<file path="config.mk">
export PLATFORM = sky130hd
export DESIGN_NAME = jogo_fluxo_dados_param_flat
export DESIGN_NICKNAME = d
export VERILOG_FILES = /design/src/rtl/jogo_fluxo_dados_param_if.sv /design/src/rtl/jogo_fluxo_dados_param.sv /design/src/flat_wrapper.sv
export SDC_FILE = /design/constraint.sdc
export NUM_CORES = 1
export LEC_CHECK = 0
export BUFFER_PORTS_ARGS = -buffer_cell sky130_fd_sc_hd__buf_2
export CAP_MARGIN = 5
export CORE_UTILIZATION = 59
export DETAILED_ROUTE_END_ITERATION = 6
export PLACE_DENSITY = 0.82
export REMOVE_ABC_BUFFERS = 1
export SKIP_LAST_GASP = 1
export SYNTH_ARGS = -nofsm -noshare
export SYNTH_HDL_FRONTEND = slang
export SYNTH_SLANG_ARGS = --single-unit
export TNS_END_PERCENT = 10
</file>
<file path="constraint.sdc">
create_clock -name clock -period 2.7 [get_ports clock]
set_input_delay 0.54 -clock clock [delete_from_list [all_inputs] [get_ports clock]]
set_output_delay 0.54 -clock clock [all_outputs]
set_load 0.01 [all_outputs]
</file>
<file path="src/rtl/jogo_fluxo_dados_param_if.sv">
// Control/status bundle between the game control unit and the parametrised datapath.
interface jogo_fluxo_dados_param_if #(
    parameter int unsigned N_BOTOES = 4,
    parameter int unsigned ADDR_W   = 4
) ();

    logic [N_BOTOES-1:0] botoes;
    logic                nivel_jogadas;
    logic                nivel_tempo;
    logic                modo_escrita;
    logic                registraN;
    logic                zeraC;
    logic                contaC;
    logic                zeraCR;
    logic                contaCR;
    logic                registraR;
    logic                escreveM;
    logic                zeraTM;
    logic                contaTM;
    logic                zeraTempo;
    logic                contaTempo;
    logic                ativa_leds;

    logic                jogada_feita;
    logic                jogada_valida;
    logic                jogada_correta;
    logic                nivel_jogadas_reg;
    logic                nivel_tempo_reg;
    logic                modo_escrita_reg;
    logic                fimC;
    logic                enderecoIgualRodada;
    logic                fimCR;
    logic                fimTM;
    logic                meioTM;
    logic                fimTempo;
    logic                meioTempo;
    logic [N_BOTOES-1:0] leds;
    logic [ADDR_W-1:0]   db_endereco;
    logic [ADDR_W-1:0]   db_rodada;
    logic [N_BOTOES-1:0] db_jogada;
    logic [N_BOTOES-1:0] db_memoria;

    // Control unit / board side
    modport master (
        output botoes, nivel_jogadas, nivel_tempo, modo_escrita, registraN,
               zeraC, contaC, zeraCR, contaCR, registraR, escreveM,
               zeraTM, contaTM, zeraTempo, contaTempo, ativa_leds,
        input  jogada_feita, jogada_valida, jogada_correta,
               nivel_jogadas_reg, nivel_tempo_reg, modo_escrita_reg,
               fimC, enderecoIgualRodada, fimCR, fimTM, meioTM,
               fimTempo, meioTempo, leds, db_endereco, db_rodada,
               db_jogada, db_memoria
    );

    // Datapath side
    modport slave (
        input  botoes, nivel_jogadas, nivel_tempo, modo_escrita, registraN,
               zeraC, contaC, zeraCR, contaCR, registraR, escreveM,
               zeraTM, contaTM, zeraTempo, contaTempo, ativa_leds,
        output jogada_feita, jogada_valida, jogada_correta,
               nivel_jogadas_reg, nivel_tempo_reg, modo_escrita_reg,
               fimC, enderecoIgualRodada, fimCR, fimTM, meioTM,
               fimTempo, meioTempo, leds, db_endereco, db_rodada,
               db_jogada, db_memoria
    );

endinterface

</file>
<file path="src/rtl/jogo_fluxo_dados_param.sv">
// Parametrised datapath of the memory-sequence game: writable sequence memory,
// address/round counters, display and timeout timers, play capture and compare.
module jogo_fluxo_dados_param #(
    parameter int unsigned N_BOTOES         = 4,
    parameter int unsigned PROFUNDIDADE     = 16,
    parameter int unsigned ADDR_W           = 4,
    parameter int unsigned T_MOSTRA         = 5000,
    parameter int unsigned T_TIMEOUT        = 15000,
    parameter int unsigned T_TIMEOUT_RAPIDO = 7500
) (
    input logic                    clock,
    input logic                    reset,
    jogo_fluxo_dados_param_if.slave bus
);

    localparam int unsigned TM_W   = $clog2(T_MOSTRA);
    localparam int unsigned TO_MAX = (T_TIMEOUT > T_TIMEOUT_RAPIDO) ? T_TIMEOUT : T_TIMEOUT_RAPIDO;
    localparam int unsigned TO_W   = $clog2(TO_MAX);

    localparam logic [ADDR_W-1:0] ADDR_LAST  = ADDR_W'(PROFUNDIDADE - 1);
    localparam logic [ADDR_W-1:0] ROUND_HALF = ADDR_W'(PROFUNDIDADE / 2 - 1);
    localparam logic [TM_W-1:0]   TM_LAST    = TM_W'(T_MOSTRA - 1);
    localparam logic [TM_W-1:0]   TM_HALF    = TM_W'(T_MOSTRA / 2 - 1);

    logic [ADDR_W-1:0]   endereco_q, endereco_d;
    logic [ADDR_W-1:0]   rodada_q,   rodada_d;
    logic [TM_W-1:0]     tm_q,       tm_d;
    logic [TO_W-1:0]     to_q,       to_d;
    logic [N_BOTOES-1:0] jogada_q,   jogada_d;
    logic                nj_q,       nj_d;
    logic                nt_q,       nt_d;
    logic                me_q,       me_d;
    logic                prev_q,     prev_d;

    logic [N_BOTOES-1:0] mem_q [PROFUNDIDADE];
    logic [N_BOTOES-1:0] rdata_q;

    logic                botao_c;
    logic                jogada_feita_c;
    logic                escreve_c;
    logic [TO_W-1:0]     to_last_c;
    logic [TO_W-1:0]     to_half_c;
    logic [ADDR_W-1:0]   rodada_lim_c;
    logic                onehot_c;

    assign botao_c        = |bus.botoes;
    assign jogada_feita_c = botao_c & ~prev_q;
    assign escreve_c      = bus.escreveM & me_q & ~reset;

    // Timeout modulus follows the latched speed level
    assign to_last_c = nt_q ? TO_W'(T_TIMEOUT_RAPIDO - 1)     : TO_W'(T_TIMEOUT - 1);
    assign to_half_c = nt_q ? TO_W'(T_TIMEOUT_RAPIDO / 2 - 1) : TO_W'(T_TIMEOUT / 2 - 1);

    assign rodada_lim_c = nj_q ? ADDR_LAST : ROUND_HALF;

    // Exactly one bit set: non-zero and clearing the lowest set bit leaves nothing
    assign onehot_c = (jogada_q != '0) && ((jogada_q & (jogada_q - N_BOTOES'(1))) == '0);

    // Next-state for every register
    always_comb begin
        endereco_d = endereco_q;
        rodada_d   = rodada_q;
        tm_d       = tm_q;
        to_d       = to_q;
        jogada_d   = jogada_q;
        nj_d       = nj_q;
        nt_d       = nt_q;
        me_d       = me_q;
        prev_d     = botao_c;

        if (bus.registraN) begin
            nj_d = bus.nivel_jogadas;
            nt_d = bus.nivel_tempo;
            me_d = bus.modo_escrita;
        end

        if (bus.registraR) begin
            jogada_d = bus.botoes;
        end

        if (bus.zeraC) begin
            endereco_d = '0;
        end else if (bus.contaC) begin
            endereco_d = (endereco_q == ADDR_LAST) ? '0 : endereco_q + ADDR_W'(1);
        end

        if (bus.zeraCR) begin
            rodada_d = '0;
        end else if (bus.contaCR && (rodada_q != ADDR_LAST)) begin
            rodada_d = rodada_q + ADDR_W'(1);
        end

        if (bus.zeraTM) begin
            tm_d = '0;
        end else if (bus.contaTM) begin
            tm_d = (tm_q >= TM_LAST) ? '0 : tm_q + TM_W'(1);
        end

        // A fresh play restarts the timeout window
        if (bus.zeraTempo || jogada_feita_c) begin
            to_d = '0;
        end else if (bus.contaTempo) begin
            to_d = (to_q >= to_last_c) ? '0 : to_q + TO_W'(1);
        end
    end

    always_ff @(posedge clock) begin
        if (reset) begin
            endereco_q <= '0;
            rodada_q   <= '0;
            tm_q       <= '0;
            to_q       <= '0;
            jogada_q   <= '0;
            nj_q       <= 1'b0;
            nt_q       <= 1'b0;
            me_q       <= 1'b0;
            prev_q     <= 1'b1;
        end else begin
            endereco_q <= endereco_d;
            rodada_q   <= rodada_d;
            tm_q       <= tm_d;
            to_q       <= to_d;
            jogada_q   <= jogada_d;
            nj_q       <= nj_d;
            nt_q       <= nt_d;
            me_q       <= me_d;
            prev_q     <= prev_d;
        end
    end

    // Sequence memory: unreset storage, registered read with write-through
    always_ff @(posedge clock) begin
        if (escreve_c) begin
            mem_q[endereco_q] <= jogada_q;
        end
        rdata_q <= escreve_c ? jogada_q : mem_q[endereco_q];
    end

    assign bus.jogada_feita        = jogada_feita_c;
    assign bus.jogada_valida       = onehot_c;
    assign bus.jogada_correta      = onehot_c && (jogada_q == rdata_q);
    assign bus.nivel_jogadas_reg   = nj_q;
    assign bus.nivel_tempo_reg     = nt_q;
    assign bus.modo_escrita_reg    = me_q;
    assign bus.fimC                = (endereco_q == ADDR_LAST);
    assign bus.enderecoIgualRodada = (endereco_q == rodada_q);
    assign bus.fimCR               = (rodada_q == rodada_lim_c);
    assign bus.fimTM               = (tm_q == TM_LAST);
    assign bus.meioTM              = (tm_q == TM_HALF);
    assign bus.fimTempo            = (to_q == to_last_c);
    assign bus.meioTempo           = (to_q == to_half_c);
    assign bus.leds                = bus.ativa_leds ? rdata_q : '0;
    assign bus.db_endereco         = endereco_q;
    assign bus.db_rodada           = rodada_q;
    assign bus.db_jogada           = jogada_q;
    assign bus.db_memoria          = rdata_q;

endmodule

</file>
<file path="src/flat_wrapper.sv">
// flat-port wrapper written by rule: the top's interface ports become plain ports
module jogo_fluxo_dados_param_flat 
#(
    parameter int unsigned N_BOTOES         = 4,
    parameter int unsigned PROFUNDIDADE     = 16,
    parameter int unsigned ADDR_W           = 4,
    parameter int unsigned T_MOSTRA         = 5000,
    parameter int unsigned T_TIMEOUT        = 15000,
    parameter int unsigned T_TIMEOUT_RAPIDO = 7500
)
  (clock, reset, bus_botoes, bus_nivel_jogadas, bus_nivel_tempo, bus_modo_escrita, bus_registraN, bus_zeraC, bus_contaC, bus_zeraCR, bus_contaCR, bus_registraR, bus_escreveM, bus_zeraTM, bus_contaTM, bus_zeraTempo, bus_contaTempo, bus_ativa_leds, bus_jogada_feita, bus_jogada_valida, bus_jogada_correta, bus_nivel_jogadas_reg, bus_nivel_tempo_reg, bus_modo_escrita_reg, bus_fimC, bus_enderecoIgualRodada, bus_fimCR, bus_fimTM, bus_meioTM, bus_fimTempo, bus_meioTempo, bus_leds, bus_db_endereco, bus_db_rodada, bus_db_jogada, bus_db_memoria);
  jogo_fluxo_dados_param_if #(.N_BOTOES(N_BOTOES), .ADDR_W(ADDR_W)) bus_i ();
  input logic clock;
  input logic reset;
  input wire logic [$bits(bus_i.botoes)-1:0] bus_botoes;
  input wire logic [$bits(bus_i.nivel_jogadas)-1:0] bus_nivel_jogadas;
  input wire logic [$bits(bus_i.nivel_tempo)-1:0] bus_nivel_tempo;
  input wire logic [$bits(bus_i.modo_escrita)-1:0] bus_modo_escrita;
  input wire logic [$bits(bus_i.registraN)-1:0] bus_registraN;
  input wire logic [$bits(bus_i.zeraC)-1:0] bus_zeraC;
  input wire logic [$bits(bus_i.contaC)-1:0] bus_contaC;
  input wire logic [$bits(bus_i.zeraCR)-1:0] bus_zeraCR;
  input wire logic [$bits(bus_i.contaCR)-1:0] bus_contaCR;
  input wire logic [$bits(bus_i.registraR)-1:0] bus_registraR;
  input wire logic [$bits(bus_i.escreveM)-1:0] bus_escreveM;
  input wire logic [$bits(bus_i.zeraTM)-1:0] bus_zeraTM;
  input wire logic [$bits(bus_i.contaTM)-1:0] bus_contaTM;
  input wire logic [$bits(bus_i.zeraTempo)-1:0] bus_zeraTempo;
  input wire logic [$bits(bus_i.contaTempo)-1:0] bus_contaTempo;
  input wire logic [$bits(bus_i.ativa_leds)-1:0] bus_ativa_leds;
  output wire logic [$bits(bus_i.jogada_feita)-1:0] bus_jogada_feita;
  output wire logic [$bits(bus_i.jogada_valida)-1:0] bus_jogada_valida;
  output wire logic [$bits(bus_i.jogada_correta)-1:0] bus_jogada_correta;
  output wire logic [$bits(bus_i.nivel_jogadas_reg)-1:0] bus_nivel_jogadas_reg;
  output wire logic [$bits(bus_i.nivel_tempo_reg)-1:0] bus_nivel_tempo_reg;
  output wire logic [$bits(bus_i.modo_escrita_reg)-1:0] bus_modo_escrita_reg;
  output wire logic [$bits(bus_i.fimC)-1:0] bus_fimC;
  output wire logic [$bits(bus_i.enderecoIgualRodada)-1:0] bus_enderecoIgualRodada;
  output wire logic [$bits(bus_i.fimCR)-1:0] bus_fimCR;
  output wire logic [$bits(bus_i.fimTM)-1:0] bus_fimTM;
  output wire logic [$bits(bus_i.meioTM)-1:0] bus_meioTM;
  output wire logic [$bits(bus_i.fimTempo)-1:0] bus_fimTempo;
  output wire logic [$bits(bus_i.meioTempo)-1:0] bus_meioTempo;
  output wire logic [$bits(bus_i.leds)-1:0] bus_leds;
  output wire logic [$bits(bus_i.db_endereco)-1:0] bus_db_endereco;
  output wire logic [$bits(bus_i.db_rodada)-1:0] bus_db_rodada;
  output wire logic [$bits(bus_i.db_jogada)-1:0] bus_db_jogada;
  output wire logic [$bits(bus_i.db_memoria)-1:0] bus_db_memoria;
  assign bus_i.botoes = bus_botoes;
  assign bus_i.nivel_jogadas = bus_nivel_jogadas;
  assign bus_i.nivel_tempo = bus_nivel_tempo;
  assign bus_i.modo_escrita = bus_modo_escrita;
  assign bus_i.registraN = bus_registraN;
  assign bus_i.zeraC = bus_zeraC;
  assign bus_i.contaC = bus_contaC;
  assign bus_i.zeraCR = bus_zeraCR;
  assign bus_i.contaCR = bus_contaCR;
  assign bus_i.registraR = bus_registraR;
  assign bus_i.escreveM = bus_escreveM;
  assign bus_i.zeraTM = bus_zeraTM;
  assign bus_i.contaTM = bus_contaTM;
  assign bus_i.zeraTempo = bus_zeraTempo;
  assign bus_i.contaTempo = bus_contaTempo;
  assign bus_i.ativa_leds = bus_ativa_leds;
  assign bus_jogada_feita = bus_i.jogada_feita;
  assign bus_jogada_valida = bus_i.jogada_valida;
  assign bus_jogada_correta = bus_i.jogada_correta;
  assign bus_nivel_jogadas_reg = bus_i.nivel_jogadas_reg;
  assign bus_nivel_tempo_reg = bus_i.nivel_tempo_reg;
  assign bus_modo_escrita_reg = bus_i.modo_escrita_reg;
  assign bus_fimC = bus_i.fimC;
  assign bus_enderecoIgualRodada = bus_i.enderecoIgualRodada;
  assign bus_fimCR = bus_i.fimCR;
  assign bus_fimTM = bus_i.fimTM;
  assign bus_meioTM = bus_i.meioTM;
  assign bus_fimTempo = bus_i.fimTempo;
  assign bus_meioTempo = bus_i.meioTempo;
  assign bus_leds = bus_i.leds;
  assign bus_db_endereco = bus_i.db_endereco;
  assign bus_db_rodada = bus_i.db_rodada;
  assign bus_db_jogada = bus_i.db_jogada;
  assign bus_db_memoria = bus_i.db_memoria;
  jogo_fluxo_dados_param #(.N_BOTOES(N_BOTOES), .PROFUNDIDADE(PROFUNDIDADE), .ADDR_W(ADDR_W), .T_MOSTRA(T_MOSTRA), .T_TIMEOUT(T_TIMEOUT), .T_TIMEOUT_RAPIDO(T_TIMEOUT_RAPIDO)) u_core (.clock(clock), .reset(reset), .bus(bus_i));
endmodule
</file>
After elaboration in Yosys (flattened, before gate mapping)
Memory sizes are Yosys's and may differ from the RTL's. A register that Yosys moved wholly into a read port is not among the register bits.
Cells that the tools add are included.
Storage, ports and cells
  bits in registers: 43
  memory bits (writable): 64
  output and inout bits: 33
  memories kept: 1
Memories
  u_core.mem_q: depth 16, width 4, rd ports 1, clocked after memory_dff 1, write ports 1, line jogo_fluxo_dados_param.sv:35  | logic [N_BOTOES-1:0] mem_q [PROFUNDIDADE];
Cells by class
  add/subtract/negate cells: 5
  order comparisons: 2
  eq/ne operators: 9
  multiplexer cells: 9
  bitwise gates (word level): 6
  reduce and logical (&&, ||, !) cells: 11
Operators with widths (number)
  $eq A14 B14 Y1: 2
  $mux W14: 2
  $mux W13: 2
  $add A14 B1 Y14 const B: 1
  $ge A14 B14 Y1: 1
  $add A13 B1 Y13 const B: 1
  $eq A13 B12 Y1 const B: 1
  $eq A13 B13 Y1 const B: 1
  $ge A13 B13 Y1 const B: 1
  $eq A4 B4 Y1: 3
  $mux W4: 3
  $add A4 B1 Y4 const B: 2
  $reduce_or A2 Y1: 4
  $and A4 B4 Y4: 1
  $eq A4 B4 Y1 const B: 1
  $logic_not A4 Y1: 1
  $ne A4 B4 Y1 const B: 1
  $reduce_bool A4 Y1: 1
  $reduce_or A4 Y1: 1
  $sub A4 B1 Y4 const B: 1
  $and A1 B1 Y1: 3
  $logic_and A1 B1 Y1: 3
  $mux W1: 2
  $not A1 Y1: 2
  $logic_or A1 B1 Y1: 1

Longest topological paths before layout
  depth in word-level cells: 5
  depth in mapped cells: 8
  depth with buffers taken out: 7

Worst setup path after synthesis
Ideal clock, no wire load.
  kind: reg2out
  start point: reg with a tool-made name
  end point: out bus_jogada_correta
  arrival: 1945 ps
  required time: 2160 ps
  slack: 215 ps
  stages on the path, launching flop included: 7
  path through: dfxtp_1 > buf_6 > mux4_2 > mux4_2 > xnor2_1 > nand2_1 > nor4_2
RTL lines
  to (decl): line flat_wrapper.sv:33  | output wire logic [$bits(bus_i.jogada_correta)-1:0] bus_jogada_correta;

==> flow_summary.yaml <==
timing:
  timing.final.crit_share_pct: 108
  setup_viol: 2
  final-max-slew-violation-count: 0
  min_period_ps: 2930
  max_slew_margin_pct: 58.5
  layout_setup_ws_ps: -226
  rsz0062_at_grt: "true"
  fmax_mhz: 342
  finClkSkew_ps: 10.7
  hold_viol: 0
  tightest_slew_ps: 617
  fin_setup_tns_ps: -362
power_and_ir_drop:
  pwr-share-comb_pct: 6.0
  seq_power_share_pct: 61.6
  power_density_nw_per_um2: 508
  intPower_mw: 2.24
  sw_frac_of_total_pct: 24.2
  clkPwrFrac_pct: 32.4
  net-switching-power_mw: 0.713
  ir_worst_vdd_mv: 0.365
  leakage_nw: 2.18
run_status:
  run_status: "finished with violations"
  violations: "setup timing"
place:
  io_buffers: 53
  dp_hpwl_um: 7520
  placed_cell_area_sq_um: 5560
  pre_cts_ws_ps: 71.3
  dpl.cell_count: 570
  gp_congestion: 0.842
detailed_routing:
  wl_per_cell_um: 17.3
  viasPerCell: 5.85
  post-route-drc-count: 0
  wl_um: 10200
  first_pass_iters: 5
  drt_iter0_drc: 221
  antenna_left: 0
  via_count: 3458
worst_hold_path:
  min_delay_path_depth: 2
  hold_path.startpoint: "bus_zeraTM"
  min_to: "u_core.tm_q[1]$_SDFFE_PP0P_"
  hold_path.class: "in -> reg"
die:
  die_x_um: 95.1
  die_h_um: 95.1
  start_util_pct: 61.6
  ios: 54
  coreArea_sq_um: 8300
  std_cell_rows: 33
  fp.dieArea_sq_um: 9040
critical_path:
  reg2regPathDepth: 8
  required_ps: 2160
  r2r-start: "u_core.bus.nivel_tempo_reg$_SDFFE_PP0P_"
  critPathCaptureType: "primary output"
  cp_max_fo: 13
  cp-start-kind: "register"
  arrival_ps: 2390
  timing.rr.end: "u_core.to_q[6]$_SDFFE_PP0P_"
  ff2ff_setup_slack_ps: 540
  path_class: "reg -> out"
layout:
  fillers: 591
  largest_reg_flops: 64
  regArea_sq_um: 2870
  final_nets: 518
  drive_gt1_share_pct: 23.7
  top_register: "u_core.mem_q"
  area_growth_pct: 13.6
  stdcell_count: 591
  multi_input_area_sq_um: 2130
  final_util_pct: 69.9
  largestRegisters: "u_core.mem_q x64, u_core.to_q x14, u_core.tm_q x13"
  design_area_sq_um: 5800
  antenna_cells: 0
clock_tree:
  cts_buffers: 9
  clock_latency_ps: 360
  cts_buffer_depth: 2
  cts_sinks: 111
  cts_tree: "yes"
  cts.hold.buffers_added: 0
  root_buffer: "clkbuf_8"
  htree_num_levels: 3
  clk_pin_slew_ps: 110
synth:
  syn_avg_cell_area_sq_um: 12.3
  synth_cells: 415
  ys_seq_area_share_pct: 56.0
  synth_area_leaders: "edfxtp_1 38%, dfxtp_1 18%, mux4_2 6.6%, ha_1 3.9%, xor2_1 3.8%"
  synth_cell_types: 50
  yosys_register_bits: 111
  yosysMostFrequentCell: "edfxtp_1"
  synth_edf_count: 64
  async_reset_ff_share_pct: 0
  synth_flop_cell: "edfxtp_1"
  syn-cell-area_sq_um: 5110
  yosys_warnings: 0
  synth_common_cells: "64 x edfxtp_1, 47 x dfxtp_1, 41 x nor2_1, 25 x nand2_1, 22 x xor2_1"
  synth_top_area_share_pct: 37.6
  synth_top_area_cell: "edfxtp_1"
global_routing:
  grt_overflow: 0
  grt_max_degree: 22
  grt_usage_pct: 24.7
  antenna_found_initial: 0
  grt_pass1_vias: 3417
  grt_pass1_wl_um: 16700
job:
  max-cap-violations: 0
[worst max-delay path: stages (launching register included)]
cell	delay [ps]
dfxtp_2	360
buf_12	150
mux4_2	500
mux4_2	500
xnor2_1	140
nand2_1	80
nor4_2	130
buf_2	170
[kinds of logic (layout without fill, tap and decap cells)]
group                      count (synthesis)  count (layout)  synth area share (%)
DFF                                      111             111                  56.0
AOI/OAI and AO/OA                         39              39                  5.48
adders and majority gates                 16              16                  3.92
buffers and inverters                     29             100                  2.35
muxes                                     35              35                  10.9
xor gates and xnor gates                  37              37                  6.34
and+or+nand+nor                          148             148                  15.0
[power groups by stage]
stage	sequential, mW	combinational [mW]	clock (mW)
finish	1.82	0.176	0.956
global route	1.82	0.196	1.04
CTS	1.82	0.178	0.982
detailed placement	1.86	0.175	0
global placement	1.86	0.168	0
floorplan	1.86	0.0788	0
[layout make-up]
| class | count | area share, % |
|---|---|---|
| clock buffers | 9 | 2.13 |
| clock inverters | 7 | 1.31 |
| inverters | 10 | 0.647 |
| multi-input cells | 275 | 36.8 |
| flip-flops and latches | 111 | 49.4 |
| well taps | 105 | 2.26 |
| repair buffers | 74 | 7.50 |
[what timing repair did]
| action | CTS | global route |
|---|---|---|
| setup buffers | 5 | 0 |
| resized for setup | 3 | 0 |
| setup endpoints to repair | 2 | 5 |
| pin swaps | 0 | 0 |
[per-layer routing]
| metal | vias to the layer above | part of all wire, % | track usage [%] |
|---|---|---|---|
| met2 | 112 | 51 | 42.2 |
| met1 | 1653 | 42 | 31.7 |
| met5 | - | 0 | 0 |
| met3 | 8 | 5.8 | 5.42 |
| li1 | 1685 | - | - |
| met4 | 0 | 1.0 | 6.82 |
[worst max path at each step]
stage,from,slack (ps),endpoint
6_report,register,-230,bus_jogada_correta
2_1_floorplan,register,-270,bus_jogada_correta
4_1_cts,register,-250,bus_jogada_correta
3_3_place_gp,register,120,bus_jogada_correta
5_1_grt,register,-350,bus_jogada_correta
3_5_place_dp,register,70,bus_jogada_correta
[cells in the final DEF (no fill, tap or decap), types with 3 or more instances in the layout]
| master | n |
|---|---|
| edfxtp_1 | 64 |
| buf_2 | 53 |
| dfxtp_1 | 45 |
| nor2_1 | 41 |
| nand2_1 | 25 |
| xor2_1 | 22 |
| buf_4 | 20 |
| nor3_1 | 17 |
| ha_1 | 16 |
| mux4_2 | 15 |
| a211oi_1 | 15 |
| xnor2_1 | 15 |
| mux2i_1 | 14 |
| nand4_1 | 12 |
| nand3_1 | 11 |
| inv_1 | 9 |
| clkbuf_8 | 9 |
| and3_1 | 7 |
| nor4_1 | 5 |
| a21oi_1 | 5 |
| or3_1 | 4 |
| nor2b_1 | 4 |
| mux2_2 | 4 |
| nand2b_1 | 4 |
| and4_1 | 3 |
| inv_6 | 3 |
[stage by stage]
step	hold WS, ps	power (mW)
3_5_place_dp	456	2.03
4_1_cts	334	2.98
3_3_place_gp	459	2.02
5_1_grt	336	3.06
6_report	357	2.95
2_1_floorplan	458	1.94
Power figures use the tool's default switching activity.
